--- config.mk ---
export PLATFORM = sky130hd
export DESIGN_NAME = cross_cov_counter
export DESIGN_NICKNAME = d
export VERILOG_FILES = /design/src/rtl/cross_cov_counter.sv
export SDC_FILE = /design/constraint.sdc
export NUM_CORES = 1
export LEC_CHECK = 0
export CORE_UTILIZATION = 55
export CTS_CLUSTER_DIAMETER = 120
export DETAILED_ROUTE_END_ITERATION = 10
export GPL_TIMING_DRIVEN = 0
export PLACE_DENSITY_LB_ADDON = 0.05
export SLEW_MARGIN = 40
export SYNTH_ARGS = -nofsm -noshare
export SYNTH_HDL_FRONTEND = slang
export SYNTH_SLANG_ARGS = --single-unit
--- constraint.sdc ---
create_clock -name clk -period 3.6 [get_ports clk]
set_input_delay 0.9 -clock clk [delete_from_list [all_inputs] [get_ports clk]]
set_output_delay 0.9 -clock clk [all_outputs]
set_load 0.02 [all_outputs]
--- src/rtl/cross_cov_counter.sv ---
// A x B cross-coverage collector: one saturating hit counter per bin, illegal-sample count, closure vs AT_LEAST.
// Statistics and read data update one cycle after the sampling edge; no backpressure, one sample and one read per cycle.
module cross_cov_counter #(
  parameter int NUM_A    = 4,
  parameter int NUM_B    = 3,
  parameter int CNT_W    = 8,
  parameter int AT_LEAST = 1,
  localparam int A_W     = (NUM_A > 1) ? $clog2(NUM_A) : 1,
  localparam int B_W     = (NUM_B > 1) ? $clog2(NUM_B) : 1,
  localparam int NBINS   = NUM_A * NUM_B,
  localparam int IDX_W   = (NBINS > 1) ? $clog2(NBINS) : 1,
  localparam int CC_W    = $clog2(NBINS + 1)
) (
  input  logic             clk,
  input  logic             rst,
  input  logic             sample_valid,
  input  logic [A_W-1:0]   sample_a,
  input  logic [B_W-1:0]   sample_b,
  input  logic             clear,
  input  logic             rd_en,
  input  logic [IDX_W-1:0] rd_idx,
  output logic             rd_valid,
  output logic [CNT_W-1:0] rd_data,
  output logic [CNT_W-1:0] illegal_count,
  output logic [CC_W-1:0]  covered_count,
  output logic             all_covered
);

  localparam logic [CNT_W-1:0] CNT_MAX  = {CNT_W{1'b1}};
  localparam logic [CNT_W-1:0] GOAL_M1  = CNT_W'(AT_LEAST - 1);

  logic [CNT_W-1:0] bin_q [NBINS];
  logic [CNT_W-1:0] bin_d [NBINS];
  logic [CNT_W-1:0] illegal_q, illegal_d;
  logic [CC_W-1:0]  covered_q, covered_d;
  logic             all_cov_q, all_cov_d;
  logic             rd_valid_q, rd_valid_d;
  logic [CNT_W-1:0] rd_data_q, rd_data_d;

  logic             legal;
  logic [IDX_W-1:0] samp_idx;

  assign legal    = ({1'b0, sample_a} < NUM_A[A_W:0]) && ({1'b0, sample_b} < NUM_B[B_W:0]);
  assign samp_idx = IDX_W'(sample_a) * IDX_W'(NUM_B) + IDX_W'(sample_b);

  always_comb begin
    for (int i = 0; i < NBINS; i++) begin
      bin_d[i] = bin_q[i];
    end
    illegal_d = illegal_q;
    covered_d = covered_q;

    if (sample_valid && legal) begin
      for (int i = 0; i < NBINS; i++) begin
        if (samp_idx == IDX_W'(i) && bin_q[i] != CNT_MAX) begin
          bin_d[i] = bin_q[i] + CNT_W'(1);
          // Only the AT_LEAST-1 -> AT_LEAST transition closes a bin.
          if (bin_q[i] == GOAL_M1) begin
            covered_d = covered_q + CC_W'(1);
          end
        end
      end
    end else if (sample_valid && illegal_q != CNT_MAX) begin
      illegal_d = illegal_q + CNT_W'(1);
    end

    // Clear discards any sample landing on the same edge.
    if (clear) begin
      for (int i = 0; i < NBINS; i++) begin
        bin_d[i] = '0;
      end
      illegal_d = '0;
      covered_d = '0;
    end

    all_cov_d = (covered_d == CC_W'(NBINS));
  end

  // Reads see pre-edge bin values and are independent of clear.
  always_comb begin
    rd_valid_d = rd_en;
    rd_data_d  = rd_data_q;
    if (rd_en) begin
      rd_data_d = '0;
      for (int i = 0; i < NBINS; i++) begin
        if (rd_idx == IDX_W'(i)) begin
          rd_data_d = bin_q[i];
        end
      end
    end
  end

  always_ff @(posedge clk) begin
    if (rst) begin
      for (int i = 0; i < NBINS; i++) begin
        bin_q[i] <= '0;
      end
      illegal_q  <= '0;
      covered_q  <= '0;
      all_cov_q  <= 1'b0;
      rd_valid_q <= 1'b0;
      rd_data_q  <= '0;
    end else begin
      for (int i = 0; i < NBINS; i++) begin
        bin_q[i] <= bin_d[i];
      end
      illegal_q  <= illegal_d;
      covered_q  <= covered_d;
      all_cov_q  <= all_cov_d;
      rd_valid_q <= rd_valid_d;
      rd_data_q  <= rd_data_d;
    end
  end

  assign rd_valid      = rd_valid_q;
  assign rd_data       = rd_data_q;
  assign illegal_count = illegal_q;
  assign covered_count = covered_q;
  assign all_covered   = all_cov_q;

endmodule
==> results of run 1 <==
## worst max-delay path, cell delays in order
cell and delay (ns):
sky130_fd_sc_hd__clkdlybuf4s15_1 0.17, sky130_fd_sc_hd__inv_2 0.04, sky130_fd_sc_hd__fa_1 0.42, sky130_fd_sc_hd__inv_1 0.07
sky130_fd_sc_hd__ha_2 0.16, sky130_fd_sc_hd__inv_2 0.04, sky130_fd_sc_hd__fa_2 0.62, sky130_fd_sc_hd__nor2b_4 0.27
sky130_fd_sc_hd__buf_6 0.14, sky130_fd_sc_hd__nand4_1 0.16, sky130_fd_sc_hd__nand4_1 0.30, sky130_fd_sc_hd__nor3_4 0.10
sky130_fd_sc_hd__a31oi_2 0.23, sky130_fd_sc_hd__mux2i_1 0.21
## through the flow
stage          instances  instance area (µm²)  worst slack, ns  utilization  hold WS, ns
2_1_floorplan        812                 6810           0.0786            -        0.484
3_3_place_gp        1012                 7340            -1.00        0.608        0.464
3_5_place_dp        1012                 7340            -1.04        0.608        0.467
4_1_cts             1045                 8080          0.00321        0.670        0.477
5_1_grt             1059                 8200         -0.00497        0.680        0.492
6_report            1059                 8200            0.106        0.680        0.478
## layer usage
metal	up-vias	GRT usage	wire, µm
met4	0	0.130	514
met1	3102	0.415	8460
met3	41	0.0702	1560
met2	272	0.528	9500
met5	-	0	0
li1	3053	-	-
## worst max path at each step
stage,startpoint,end,depth (start not counted)
2_1_floorplan,sample_a[0],covered_count[0]$_SDFF_PP0_,13
3_3_place_gp,sample_b[1],all_covered$_SDFF_PP0_,14
3_5_place_dp,sample_b[1],all_covered$_SDFF_PP0_,14
4_1_cts,sample_a[0],bin_q[2][29]$_SDFFE_PP0P_,12
5_1_grt,sample_b[1],all_covered$_SDFF_PP0_,14
6_report,sample_a[1],all_covered$_SDFF_PP0_,14
## registers in the layout, summed over array words and instances (netlist names)
register       count
all_covered        1
rd_valid           1
illegal_count      8
covered_count      4
rd_data            8
bin_q             96
## kinds of logic after synthesis
group / count (synthesis) / synth area share
and+or+nand+nor: 363 / 0.272
AOI/OAI and AO/OA: 127 / 0.128
xor gates and xnor gates: 80 / 0.103
buffers and inverters: 69 / 0.0428
muxes: 25 / 0.0496
DFF: 118 / 0.347
adders and majority gates: 30 / 0.0573
## what timing repair did
| action | CTS | global route |
|---|---|---|
| gates cloned | 0 | 0 |
| endpoints found under the hold margin | 0 | 0 |
| pin swaps | 10 | 11 |
| gates resized for setup | 26 | 15 |
| buffers inserted | 5 | 14 |
| setup endpoints to repair | 72 | 26 |
## layout make-up
cell class | count | area, µm²
Fill cell | 990 | 3860
Sequential cell | 118 | 2360
Buffer | 31 | 149
Timing Repair Buffer | 51 | 459
Inverter | 36 | 135
Tap cell | 168 | 210
Clock buffer | 22 | 484
Clock inverter | 8 | 146
Multi-Input combinational cell | 625 | 4250
## power by group through the flow
| stage | logic [mW] | registers (mW) | clock network [mW] |
|---|---|---|---|
| 2_1_floorplan | 0.197 | 1.36 | 0 |
| 3_3_place_gp | 0.315 | 1.35 | 0 |
| 3_5_place_dp | 0.318 | 1.35 | 0 |
| 4_1_cts | 0.349 | 1.32 | 1.84 |
| 5_1_grt | 0.399 | 1.32 | 1.90 |
| 6_report | 0.375 | 1.32 | 1.83 |
## placed cells by master, fill, tap and decap left out, types with 5 or more instances in the layout
| cell type | instances |
|---|---|
| sky130_fd_sc_hd__nand4_1 | 49 |
| sky130_fd_sc_hd__clkbuf_8 | 5 |
| sky130_fd_sc_hd__and3_1 | 13 |
| sky130_fd_sc_hd__mux4_2 | 7 |
| sky130_fd_sc_hd__xor2_1 | 52 |
| sky130_fd_sc_hd__clkbuf_1 | 18 |
| sky130_fd_sc_hd__o21ai_0 | 26 |
| sky130_fd_sc_hd__nor2_1 | 125 |
| sky130_fd_sc_hd__clkbuf_16 | 17 |
| sky130_fd_sc_hd__buf_2 | 9 |
| sky130_fd_sc_hd__nor2b_1 | 6 |
| sky130_fd_sc_hd__buf_4 | 19 |
| sky130_fd_sc_hd__or3_1 | 13 |
| sky130_fd_sc_hd__mux2i_1 | 18 |
| sky130_fd_sc_hd__a21oi_1 | 40 |
| sky130_fd_sc_hd__a22oi_1 | 6 |
| sky130_fd_sc_hd__nor4b_1 | 13 |
| sky130_fd_sc_hd__o21ai_1 | 5 |
| sky130_fd_sc_hd__ha_1 | 27 |
| sky130_fd_sc_hd__o211ai_1 | 5 |
| sky130_fd_sc_hd__inv_1 | 31 |
| sky130_fd_sc_hd__xnor2_1 | 28 |
| sky130_fd_sc_hd__o2111a_2 | 5 |
| sky130_fd_sc_hd__and2_1 | 6 |
| sky130_fd_sc_hd__and4_1 | 5 |
| sky130_fd_sc_hd__clkdlybuf4s50_1 | 28 |
| sky130_fd_sc_hd__nand3_1 | 28 |
| sky130_fd_sc_hd__a22o_1 | 5 |
| sky130_fd_sc_hd__nor3_1 | 17 |
| sky130_fd_sc_hd__nand2_1 | 57 |
| sky130_fd_sc_hd__dfxtp_1 | 118 |
==> flow_results.xml, run 1 <==
<?xml version="1.0" encoding="UTF-8"?>
<metrics>
  <group name="routing">
    <metric name="drt-initial-drc-count" unit="">589</metric>
    <metric name="drtPass1Iterations" unit="">6</metric>
    <metric name="vias_per_cell" unit="">6.11</metric>
    <metric name="routed-via-count" unit="">6468</metric>
    <metric name="drt.antenna.violating_nets" unit="">0</metric>
    <metric name="detail_route.drc_violations" unit="">0</metric>
    <metric name="routed_length_per_placed_instance" unit="µm">18.9</metric>
    <metric name="route.final.wire_length" unit="mm">20.0</metric>
  </group>
  <group name="yosys">
    <metric name="register_bit_total_from_synthesis" unit="">118</metric>
    <metric name="synthesized_netlist_cell_count" unit="">812</metric>
    <metric name="synth_top_cell_area_share" unit="">0.347</metric>
    <metric name="yosys-top-cells-area" unit="">sky130_fd_sc_hd__dfxtp_1, sky130_fd_sc_hd__nor2_1, sky130_fd_sc_hd__xor2_1, sky130_fd_sc_hd__ha_1, sky130_fd_sc_hd__nand4_1</metric>
    <metric name="synth.yosys.seq_area_share" unit="">0.347</metric>
    <metric name="synth_async_sr_flop_share" unit="">0</metric>
    <metric name="netlist_top_cells_count" unit="">sky130_fd_sc_hd__nor2_1, sky130_fd_sc_hd__dfxtp_1, sky130_fd_sc_hd__nand2_1, sky130_fd_sc_hd__xor2_1, sky130_fd_sc_hd__nand4_1</metric>
    <metric name="netlist_area" unit="µm²">6810</metric>
    <metric name="synthDistinctLibCells" unit="">67</metric>
    <metric name="count_of_flip_flops_with_a_built_in_enable_after_synthesis" unit="">0</metric>
    <metric name="yosysWarnings" unit="">0</metric>
    <metric name="largest_area_contributor_in_the_synthesized_netlist" unit="">sky130_fd_sc_hd__dfxtp_1</metric>
    <metric name="predominant_post_synthesis_flop_cell" unit="">sky130_fd_sc_hd__dfxtp_1</metric>
    <metric name="mean_instance_size_in_the_synthesized_netlist" unit="µm²">8.38</metric>
    <metric name="syn-num-nets" unit="">855</metric>
    <metric name="synth_most_common_cell" unit="">sky130_fd_sc_hd__nor2_1</metric>
  </group>
  <group name="timing">
    <metric name="timing.fmax" unit="GHz">0.286</metric>
    <metric name="finalSetupTns" unit="ns">0</metric>
    <metric name="tightestPinTransition" unit="ns">0.739</metric>
    <metric name="final_max_slew_viol_count" unit="">0</metric>
    <metric name="worst_clock_skew" unit="ns">0.00770</metric>
    <metric name="min_period_over_period" unit="">0.970</metric>
    <metric name="finalHoldViolations" unit="">0</metric>
    <metric name="final-setup-viol-count" unit="">0</metric>
    <metric name="post-route-min-period" unit="ns">3.49</metric>
    <metric name="slew_headroom" unit="">0.507</metric>
  </group>
  <group name="pwr">
    <metric name="worst_ir_drop_vdd" unit="mV">0.390</metric>
    <metric name="cellLeakagePower" unit="nW">2.86</metric>
    <metric name="power_density_cells" unit="nW/µm²">430</metric>
    <metric name="power.share.combinational" unit="">0.106</metric>
    <metric name="report.power.total" unit="mW">3.53</metric>
    <metric name="power.share.clock" unit="">0.518</metric>
    <metric name="share_seq_of_total_power" unit="">0.375</metric>
    <metric name="sw_share" unit="">0.242</metric>
    <metric name="power_switching" unit="mW">0.855</metric>
    <metric name="intPower" unit="mW">2.67</metric>
  </group>
  <group name="setup_path">
    <metric name="timing.critical_path.fanout_max" unit="">5</metric>
    <metric name="ff2ff_path_depth" unit="">9</metric>
    <metric name="worstReg2RegEnd" unit="">covered_count[1]$_SDFF_PP0_</metric>
    <metric name="critical_path_required" unit="ns">3.95</metric>
    <metric name="r2r_setup_slack" unit="ns">1.43</metric>
    <metric name="worstSetupStartpointType" unit="">input pin</metric>
    <metric name="worstSetupPathType" unit="">in2reg</metric>
    <metric name="crit-reg2reg-launch" unit="">bin_q[2][24]$_SDFFE_PP0P_</metric>
    <metric name="worst_ep_arrival_time" unit="ns">3.85</metric>
    <metric name="critical_path.endpoint_type" unit="">flop</metric>
  </group>
  <group name="floorplan">
    <metric name="core_area" unit="µm²">12100</metric>
    <metric name="core.rowCount" unit="">40</metric>
    <metric name="fp.dieW" unit="µm">113</metric>
    <metric name="die_h" unit="µm">113</metric>
    <metric name="die_area" unit="µm²">12800</metric>
    <metric name="initial_core_util" unit="">0.564</metric>
    <metric name="ioPinCount" unit="">35</metric>
  </group>
  <group name="min_path">
    <metric name="min_to" unit="">rd_data[5]$_SDFFE_PP0P_</metric>
    <metric name="timing.hold.worst.start" unit="">rd_data[5]$_SDFFE_PP0P_</metric>
    <metric name="timing.hold.worst_path_depth" unit="">2</metric>
    <metric name="worst_hold_path_type" unit="">reg2reg</metric>
  </group>
  <group name="global_routing">
    <metric name="vias_in_the_first_global_route" unit="">6100</metric>
    <metric name="gr-total-overflow" unit="">0</metric>
    <metric name="number_of_antenna_violations_at_the_first_check_in_global_routing" unit="">0</metric>
    <metric name="grt_start_max_net_pins" unit="">17</metric>
    <metric name="total_track_usage" unit="">0.323</metric>
    <metric name="grt_first_pass_wirelength" unit="mm">31.7</metric>
  </group>
  <group name="layout">
    <metric name="area_delta_synth_final" unit="%">20.5</metric>
    <metric name="number_of_nets_in_the_final_layout" unit="">923</metric>
    <metric name="antenna_cells_inserted" unit="">0</metric>
    <metric name="fraction_of_layout_instances_using_a_drive_strength_above_1" unit="">0.114</metric>
  </group>
  <group name="place">
    <metric name="io_buffers" unit="">32</metric>
    <metric name="hpwl" unit="mm">14.2</metric>
    <metric name="routabilityCongestion" unit="">0.932</metric>
  </group>
  <group name="clock_network">
    <metric name="cts-root-to-sink-buffers" unit="">2</metric>
    <metric name="clk_pin_slew" unit="ns">0.05</metric>
    <metric name="cts.root.buffer_cell" unit="">sky130_fd_sc_hd__clkbuf_16</metric>
    <metric name="clk_latency" unit="ns">0.42</metric>
    <metric name="h-tree-depth" unit="">4</metric>
    <metric name="holdBufCountCts" unit="">0</metric>
    <metric name="cts_sinks" unit="">118</metric>
    <metric name="cts_tree" unit="">yes</metric>
    <metric name="cts_inserted_buffers" unit="">17</metric>
  </group>
  <group name="job">
    <metric name="max_cap_viol_count" unit="">0</metric>
  </group>
  <group name="outcome">
    <metric name="outcome" unit="">complete, no violations</metric>
  </group>
</metrics>
(Power assumes the default switching activity.)
==> run 2, diff against run 1 <==
--- a/config.mk
+++ b/config.mk
@@ -9,7 +9,9 @@
 export CTS_CLUSTER_DIAMETER = 120
 export DETAILED_ROUTE_END_ITERATION = 10
 export GPL_TIMING_DRIVEN = 0
+export MAX_ROUTING_LAYER = met4
 export PLACE_DENSITY_LB_ADDON = 0.05
+export SKIP_CTS_REPAIR_TIMING = 1
 export SLEW_MARGIN = 40
 export SYNTH_ARGS = -nofsm -noshare
 export SYNTH_HDL_FRONTEND = slang
==> run 2 against run 1 <==
Non-clock buffer count unchanged. Final cell count about the same. Combinational power up 1%. Power down 2.1%. Largest cell class unchanged. Highest routed layer unchanged.
==> flow_results.xml, run 2 (synthesized netlist as in run 1, its figures left out) <==
<?xml version="1.0" encoding="UTF-8"?>
<metrics>
  <group name="routing">
    <metric name="routed-wl-met2" unit="mm">9.32</metric>
    <metric name="wl_met1" unit="mm">8.52</metric>
    <metric name="vias_per_cell" unit="">6.07</metric>
    <metric name="drt.antenna.violating_nets" unit="">0</metric>
    <metric name="routed_length_per_placed_instance" unit="µm">19.1</metric>
    <metric name="dr_wl_met3" unit="mm">1.70</metric>
    <metric name="detail_route.drc_violations" unit="">0</metric>
    <metric name="dr.max_layer_used" unit="">met4</metric>
    <metric name="drt-initial-drc-count" unit="">690</metric>
    <metric name="route.final.wire_length" unit="mm">20.3</metric>
    <metric name="routed-via-count" unit="">6430</metric>
    <metric name="drtPass1Iterations" unit="">6</metric>
  </group>
  <group name="global_routing">
    <metric name="gr-total-overflow" unit="">0</metric>
    <metric name="grt_first_pass_wirelength" unit="mm">31.0</metric>
    <metric name="number_of_antenna_violations_at_the_first_check_in_global_routing" unit="">0</metric>
    <metric name="vias_in_the_first_global_route" unit="">5922</metric>
    <metric name="grt_start_max_net_pins" unit="">17</metric>
    <metric name="total_track_usage" unit="">0.328</metric>
  </group>
  <group name="pwr">
    <metric name="intPower" unit="mW">2.58</metric>
    <metric name="worst_ir_drop_vdd" unit="mV">0.274</metric>
    <metric name="power.share.clock" unit="">0.507</metric>
    <metric name="sw_share" unit="">0.252</metric>
    <metric name="power_switching" unit="mW">0.872</metric>
    <metric name="power.share.combinational" unit="">0.110</metric>
    <metric name="power_density_cells" unit="nW/µm²">422</metric>
    <metric name="share_seq_of_total_power" unit="">0.383</metric>
    <metric name="cellLeakagePower" unit="nW">2.87</metric>
  </group>
  <group name="layout">
    <metric name="regMostFlops" unit="">bin_q</metric>
    <metric name="area.sequential" unit="µm²">2360</metric>
    <metric name="fraction_of_layout_instances_using_a_drive_strength_above_1" unit="">0.114</metric>
    <metric name="number_of_nets_in_the_final_layout" unit="">923</metric>
    <metric name="layout_common_cells" unit="">sky130_fd_sc_hd__nor2_1, sky130_fd_sc_hd__dfxtp_1, sky130_fd_sc_hd__nand2_1, sky130_fd_sc_hd__xor2_1, sky130_fd_sc_hd__nand4_1</metric>
    <metric name="postLayoutCellArea" unit="µm²">8190</metric>
    <metric name="antenna_cells_inserted" unit="">0</metric>
    <metric name="area_delta_synth_final" unit="%">20.3</metric>
    <metric name="largest_register_ff_count" unit="">96</metric>
    <metric name="multiInputGateArea" unit="µm²">4260</metric>
    <metric name="leading_cell_type_in_the_layout_fill_and_taps_excluded" unit="">sky130_fd_sc_hd__nor2_1</metric>
    <metric name="fill_count" unit="">992</metric>
  </group>
  <group name="floorplan">
    <metric name="die_h" unit="µm">113</metric>
    <metric name="ioPinCount" unit="">35</metric>
    <metric name="initial_core_util" unit="">0.564</metric>
    <metric name="core.rowCount" unit="">40</metric>
    <metric name="fp.dieW" unit="µm">113</metric>
    <metric name="core_area" unit="µm²">12100</metric>
    <metric name="die_area" unit="µm²">12800</metric>
  </group>
  <group name="clock_network">
    <metric name="cts_tree" unit="">yes</metric>
    <metric name="clk_latency" unit="ns">0.43</metric>
    <metric name="h-tree-depth" unit="">4</metric>
    <metric name="cts-root-to-sink-buffers" unit="">2</metric>
    <metric name="cts_inserted_buffers" unit="">17</metric>
    <metric name="cts.root.buffer_cell" unit="">sky130_fd_sc_hd__clkbuf_16</metric>
    <metric name="cts_sinks" unit="">118</metric>
    <metric name="clk_pin_slew" unit="ns">0.06</metric>
  </group>
  <group name="job">
    <metric name="max_cap_viol_count" unit="">0</metric>
  </group>
  <group name="min_path">
    <metric name="timing.hold.worst_path_depth" unit="">2</metric>
    <metric name="worst_hold_path_type" unit="">reg2reg</metric>
    <metric name="timing.hold.worst.start" unit="">rd_data[5]$_SDFFE_PP0P_</metric>
    <metric name="min_to" unit="">rd_data[5]$_SDFFE_PP0P_</metric>
  </group>
  <group name="timing">
    <metric name="final_max_slew_viol_count" unit="">0</metric>
    <metric name="final_critical_path_setup_slack" unit="ns">0.0953</metric>
    <metric name="worst_clock_skew" unit="ns">0.00760</metric>
    <metric name="final-setup-viol-count" unit="">0</metric>
    <metric name="timing.fmax" unit="GHz">0.285</metric>
    <metric name="slew_headroom" unit="">0.514</metric>
    <metric name="tightestPinTransition" unit="ns">0.730</metric>
    <metric name="hold-worst-slack" unit="ns">0.480</metric>
    <metric name="finalHoldViolations" unit="">0</metric>
    <metric name="post-route-min-period" unit="ns">3.50</metric>
    <metric name="min_period_over_period" unit="">0.974</metric>
  </group>
  <group name="setup_path">
    <metric name="timing.critical_path.fanout_max" unit="">4</metric>
    <metric name="crit-reg2reg-launch" unit="">bin_q[2][24]$_SDFFE_PP0P_</metric>
    <metric name="ff2ff_path_depth" unit="">8</metric>
    <metric name="worstReg2RegEnd" unit="">all_covered$_SDFF_PP0_</metric>
    <metric name="critical_path.endpoint_type" unit="">flop</metric>
    <metric name="worst_ep_arrival_time" unit="ns">3.87</metric>
    <metric name="critical_path_required" unit="ns">3.97</metric>
    <metric name="r2r_setup_slack" unit="ns">1.47</metric>
    <metric name="worstSetupStartpointType" unit="">input pin</metric>
    <metric name="worstSetupPathType" unit="">in2reg</metric>
  </group>
  <group name="place">
    <metric name="hpwl" unit="mm">14.4</metric>
    <metric name="placement.cell_area" unit="µm²">7340</metric>
    <metric name="io_buffers" unit="">32</metric>
    <metric name="routabilityCongestion" unit="">0.953</metric>
    <metric name="detailedPlace.worstSlack" unit="ns">-1.06</metric>
  </group>
  <group name="outcome">
    <metric name="outcome" unit="">complete, no violations</metric>
  </group>
</metrics>
==> run 2: routing by layer <==
layer / global-route usage / up-vias
li1: - / 3049
met1: 0.401 / 3054
met2: 0.507 / 263
met3: 0.0852 / 64
met4: 0.154 / 0
met5: - / -
==> run 2: critical path: stages <==
cell and delay (ns):
sky130_fd_sc_hd__clkbuf_2 0.14, sky130_fd_sc_hd__inv_1 0.07, sky130_fd_sc_hd__fa_1 0.46, sky130_fd_sc_hd__inv_1 0.07, sky130_fd_sc_hd__ha_2 0.16, sky130_fd_sc_hd__inv_2 0.04
sky130_fd_sc_hd__fa_2 0.58, sky130_fd_sc_hd__or2b_1 0.30, sky130_fd_sc_hd__a2111oi_4 0.32, sky130_fd_sc_hd__buf_4 0.19, sky130_fd_sc_hd__nand4_4 0.13, sky130_fd_sc_hd__or3_1 0.36
sky130_fd_sc_hd__a21oi_2 0.14
==> run 2: power by group through the flow <==
stage / Clock [mW] / Combinational, mW / Sequential (mW)
floorplan: 0 / 0.197 / 1.36
global placement: 0 / 0.316 / 1.35
detailed placement: 0 / 0.320 / 1.35
CTS: 1.76 / 0.323 / 1.32
global route: 1.82 / 0.399 / 1.32
finish: 1.75 / 0.379 / 1.32
==> run 2: how the worst max path moves through the flow <==
stage                                       end  slack [ns]        start
CTS                      all_covered$_SDFF_PP0_       -0.63  sample_b[1]
floorplan           covered_count[0]$_SDFF_PP0_        0.08  sample_a[0]
detailed placement       all_covered$_SDFF_PP0_       -1.06  sample_b[1]
global placement         all_covered$_SDFF_PP0_       -1.02  sample_b[1]
finish                bin_q[2][29]$_SDFFE_PP0P_         0.1  sample_b[1]
global route          bin_q[2][29]$_SDFFE_PP0P_       -0.01  sample_b[1]
==> run 2: area by class of cell <==
class,instances,area share
Clock inverter,9,0.0153
Timing Repair Buffer,50,0.0559
Multi-Input combinational cell,625,0.521
Inverter,36,0.0165
Clock buffer,22,0.0579
Tap cell,168,0.0257
Buffer,32,0.0196
Sequential cell,118,0.289
==> run 2: per-stage QoR <==
stage | util | cells | setup TNS [ns] | power (mW)
2_1_floorplan | - | 812 | 0 | 1.55
3_3_place_gp | 0.608 | 1012 | -43.98 | 1.67
3_5_place_dp | 0.608 | 1012 | -51.86 | 1.67
4_1_cts | 0.658 | 1043 | -12.37 | 3.40
5_1_grt | 0.679 | 1060 | -0.0127 | 3.54
6_report | 0.679 | 1060 | 0 | 3.46
==> run 3, diff against run 2 <==
--- a/config.mk
+++ b/config.mk
@@ -5,7 +5,7 @@
 export SDC_FILE = /design/constraint.sdc
 export NUM_CORES = 1
 export LEC_CHECK = 0
-export CORE_UTILIZATION = 55
+export CORE_UTILIZATION = 61
 export CTS_CLUSTER_DIAMETER = 120
 export DETAILED_ROUTE_END_ITERATION = 10
 export GPL_TIMING_DRIVEN = 0
==> constraint.sdc (replaced) <==
create_clock -name clk -period 3.3 [get_ports clk]
set_input_delay 0.825 -clock clk [delete_from_list [all_inputs] [get_ports clk]]
set_output_delay 0.825 -clock clk [all_outputs]
set_load 0.02 [all_outputs]
==> run 3 against run 2 <==
Power increased by 12%. Via count increased by 0.89%. Combinational power increased by 5.3%. Critical path type unchanged. Clock skew about the same. Critical path depth increased by 1. Sequential power increased by 9.8%. Worst setup slack got worse by 0.021 ns. Clock-buffer cell count increased by 2. Highest routed layer unchanged. Register-to-register slack got worse by 0.35 ns. Non-clock buffer count decreased by 6. Final cell count decreased by 3.1%.
==> flow_results.xml, run 3 (synthesized netlist as in run 1, its figures left out) <==
<?xml version="1.0" encoding="UTF-8"?>
<metrics>
  <group name="global_routing">
    <metric name="gr-total-overflow" unit="">0</metric>
    <metric name="grt_start_max_net_pins" unit="">17</metric>
    <metric name="vias_in_the_first_global_route" unit="">5971</metric>
    <metric name="number_of_antenna_violations_at_the_first_check_in_global_routing" unit="">0</metric>
    <metric name="grt_first_pass_wirelength" unit="mm">30.8</metric>
    <metric name="total_track_usage" unit="">0.363</metric>
  </group>
  <group name="place">
    <metric name="placement.cell_area" unit="µm²">7330</metric>
    <metric name="hpwl" unit="mm">14.1</metric>
    <metric name="detailedPlace.worstSlack" unit="ns">-1.07</metric>
    <metric name="io_buffers" unit="">32</metric>
    <metric name="numPlacedInstances" unit="">984</metric>
    <metric name="routabilityCongestion" unit="">0.960</metric>
  </group>
  <group name="timing">
    <metric name="final_critical_path_setup_slack" unit="ns">0.0743</metric>
    <metric name="hold-worst-slack" unit="ns">0.463</metric>
    <metric name="slew_headroom" unit="">0.527</metric>
    <metric name="final-setup-viol-count" unit="">0</metric>
    <metric name="worst_clock_skew" unit="ns">0.00809</metric>
    <metric name="final_max_slew_viol_count" unit="">0</metric>
    <metric name="post-route-min-period" unit="ns">3.23</metric>
    <metric name="finalSetupTns" unit="ns">0</metric>
    <metric name="timing.fmax" unit="GHz">0.310</metric>
    <metric name="tightestPinTransition" unit="ns">0.710</metric>
    <metric name="finalHoldViolations" unit="">0</metric>
    <metric name="min_period_over_period" unit="">0.977</metric>
  </group>
  <group name="layout">
    <metric name="leading_cell_type_in_the_layout_fill_and_taps_excluded" unit="">sky130_fd_sc_hd__nor2_1</metric>
    <metric name="regMostFlops" unit="">bin_q</metric>
    <metric name="largest_register_ff_count" unit="">96</metric>
    <metric name="number_of_nets_in_the_final_layout" unit="">917</metric>
    <metric name="area_delta_synth_final" unit="%">19.6</metric>
    <metric name="postLayoutCellArea" unit="µm²">8140</metric>
    <metric name="post_layout_nonfiller_instances" unit="">1027</metric>
    <metric name="layout_common_cells" unit="">sky130_fd_sc_hd__nor2_1, sky130_fd_sc_hd__dfxtp_1, sky130_fd_sc_hd__nand2_1, sky130_fd_sc_hd__xor2_1, sky130_fd_sc_hd__nand4_1</metric>
    <metric name="antenna_cells_inserted" unit="">0</metric>
    <metric name="fraction_of_layout_instances_using_a_drive_strength_above_1" unit="">0.109</metric>
    <metric name="final_util" unit="">0.751</metric>
  </group>
  <group name="setup_path">
    <metric name="cp_cell_sequence" unit="">buf_6 -&gt; inv_2 -&gt; fa_1 -&gt; inv_1 -&gt; ha_2 -&gt; inv_2 -&gt; fa_1 -&gt; and2_1 -&gt; buf_4 -&gt; nand4_1 -&gt; nand4_1 -&gt; or3_4 -&gt; o21ai_1 -&gt; nand4_1</metric>
    <metric name="stage_delay_of_the_slowest_cell_on_the_critical_path" unit="ns">0.52</metric>
    <metric name="worst_ep_arrival_time" unit="ns">3.65</metric>
    <metric name="timing.critical_path.fanout_max" unit="">8</metric>
    <metric name="critPathMostFrequentCell" unit="">sky130_fd_sc_hd__nand4_1</metric>
    <metric name="r2r_setup_slack" unit="ns">1.12</metric>
    <metric name="worstSetupStartpointType" unit="">input pin</metric>
    <metric name="critical_path.endpoint_type" unit="">flop</metric>
    <metric name="slowest_stage" unit="">sky130_fd_sc_hd__fa_1</metric>
    <metric name="worstSetupPathType" unit="">in2reg</metric>
    <metric name="critical_path_required" unit="ns">3.72</metric>
  </group>
  <group name="routing">
    <metric name="routed_length_per_placed_instance" unit="µm">19.4</metric>
    <metric name="vias_per_cell" unit="">6.32</metric>
    <metric name="route.final.wire_length" unit="mm">19.9</metric>
    <metric name="drt.antenna.violating_nets" unit="">0</metric>
    <metric name="routed-via-count" unit="">6487</metric>
    <metric name="drt-initial-drc-count" unit="">692</metric>
    <metric name="drtPass1Iterations" unit="">5</metric>
    <metric name="detail_route.drc_violations" unit="">0</metric>
  </group>
  <group name="clock_network">
    <metric name="cts_inserted_buffers" unit="">17</metric>
    <metric name="cts_tree" unit="">yes</metric>
    <metric name="cts_sinks" unit="">118</metric>
    <metric name="h-tree-depth" unit="">4</metric>
    <metric name="clk_latency" unit="ns">0.54</metric>
    <metric name="cts.root.buffer_cell" unit="">sky130_fd_sc_hd__clkbuf_8</metric>
    <metric name="cts-root-to-sink-buffers" unit="">2</metric>
    <metric name="clk_pin_slew" unit="ns">0.06</metric>
  </group>
  <group name="floorplan">
    <metric name="ioPinCount" unit="">35</metric>
    <metric name="core.rowCount" unit="">38</metric>
    <metric name="die_h" unit="µm">108</metric>
    <metric name="core_area" unit="µm²">10800</metric>
    <metric name="die_area" unit="µm²">11600</metric>
    <metric name="fp.dieW" unit="µm">108</metric>
    <metric name="initial_core_util" unit="">0.628</metric>
  </group>
  <group name="min_path">
    <metric name="worst_hold_path_type" unit="">reg2reg</metric>
  </group>
  <group name="pwr">
    <metric name="worst_ir_drop_vdd" unit="mV">0.415</metric>
    <metric name="report.power.total" unit="mW">3.89</metric>
    <metric name="cellLeakagePower" unit="nW">2.84</metric>
    <metric name="power_density_cells" unit="nW/µm²">477</metric>
  </group>
  <group name="outcome">
    <metric name="outcome" unit="">complete, no violations</metric>
  </group>
  <group name="job">
    <metric name="max_cap_viol_count" unit="">0</metric>
  </group>
</metrics>
-- run 3: changes by cell type in the layout (fill, tap and decap cells not counted), sizes merged --
cell	change
clkinvlp	-1
dlymetal6s2s	-2
clkinv	-2
bufinv	+2
clkbuf	+1
buf	-3
-- run 3: path summary, 6_finish.rpt --
kind                                  to                     start  cells past startpoint
min              rd_data[6]$_SDFFE_PP0P_   rd_data[6]$_SDFFE_PP0P_                      2
max reg2reg       all_covered$_SDFF_PP0_  bin_q[0][9]$_SDFFE_PP0P_                      9
min reg2reg      rd_data[6]$_SDFFE_PP0P_   rd_data[6]$_SDFFE_PP0P_                      2
max          covered_count[3]$_SDFF_PP0_               sample_a[1]                     14
-- run 3: cell type report --
cell class	instances	area, µm²
Buffer	33	161
Tap cell	140	175
Timing Repair Buffer	43	409
Fill cell	811	2700
Multi-Input combinational cell	625	4250
Clock inverter	8	168
Sequential cell	118	2360
Clock buffer	24	480
Inverter	36	143
-- run 3: critical path: cells and delay by family --
family	cells	cell delay, ns
buffers and inverters	5	0.37
adder cells (fa/ha/maj)	3	1.13
AND/OR/NAND/NOR	5	1.17
AO/OA/AOI/OAI	1	0.14
-- run 3: power by group --
| part | internal [mW] | total, mW | switching (mW) | leakage [nW] |
|---|---|---|---|---|
| Clock | 1.38 | 2.04 | 0.662 | 0.315 |
| Combinational | 0.143 | 0.399 | 0.256 | 1.57 |
| Sequential | 1.43 | 1.45 | 0.0109 | 0.951 |
| Total | 2.96 | 3.89 | 0.929 | 2.84 |
-- run 3: routing by layer --
layer	vias up	share of wire	track usage
li1	3029	-	-
met1	3070	0.43	0.466
met2	324	0.46	0.539
met3	64	0.078	0.0708
met4	0	0.039	0.192
met5	-	0	-
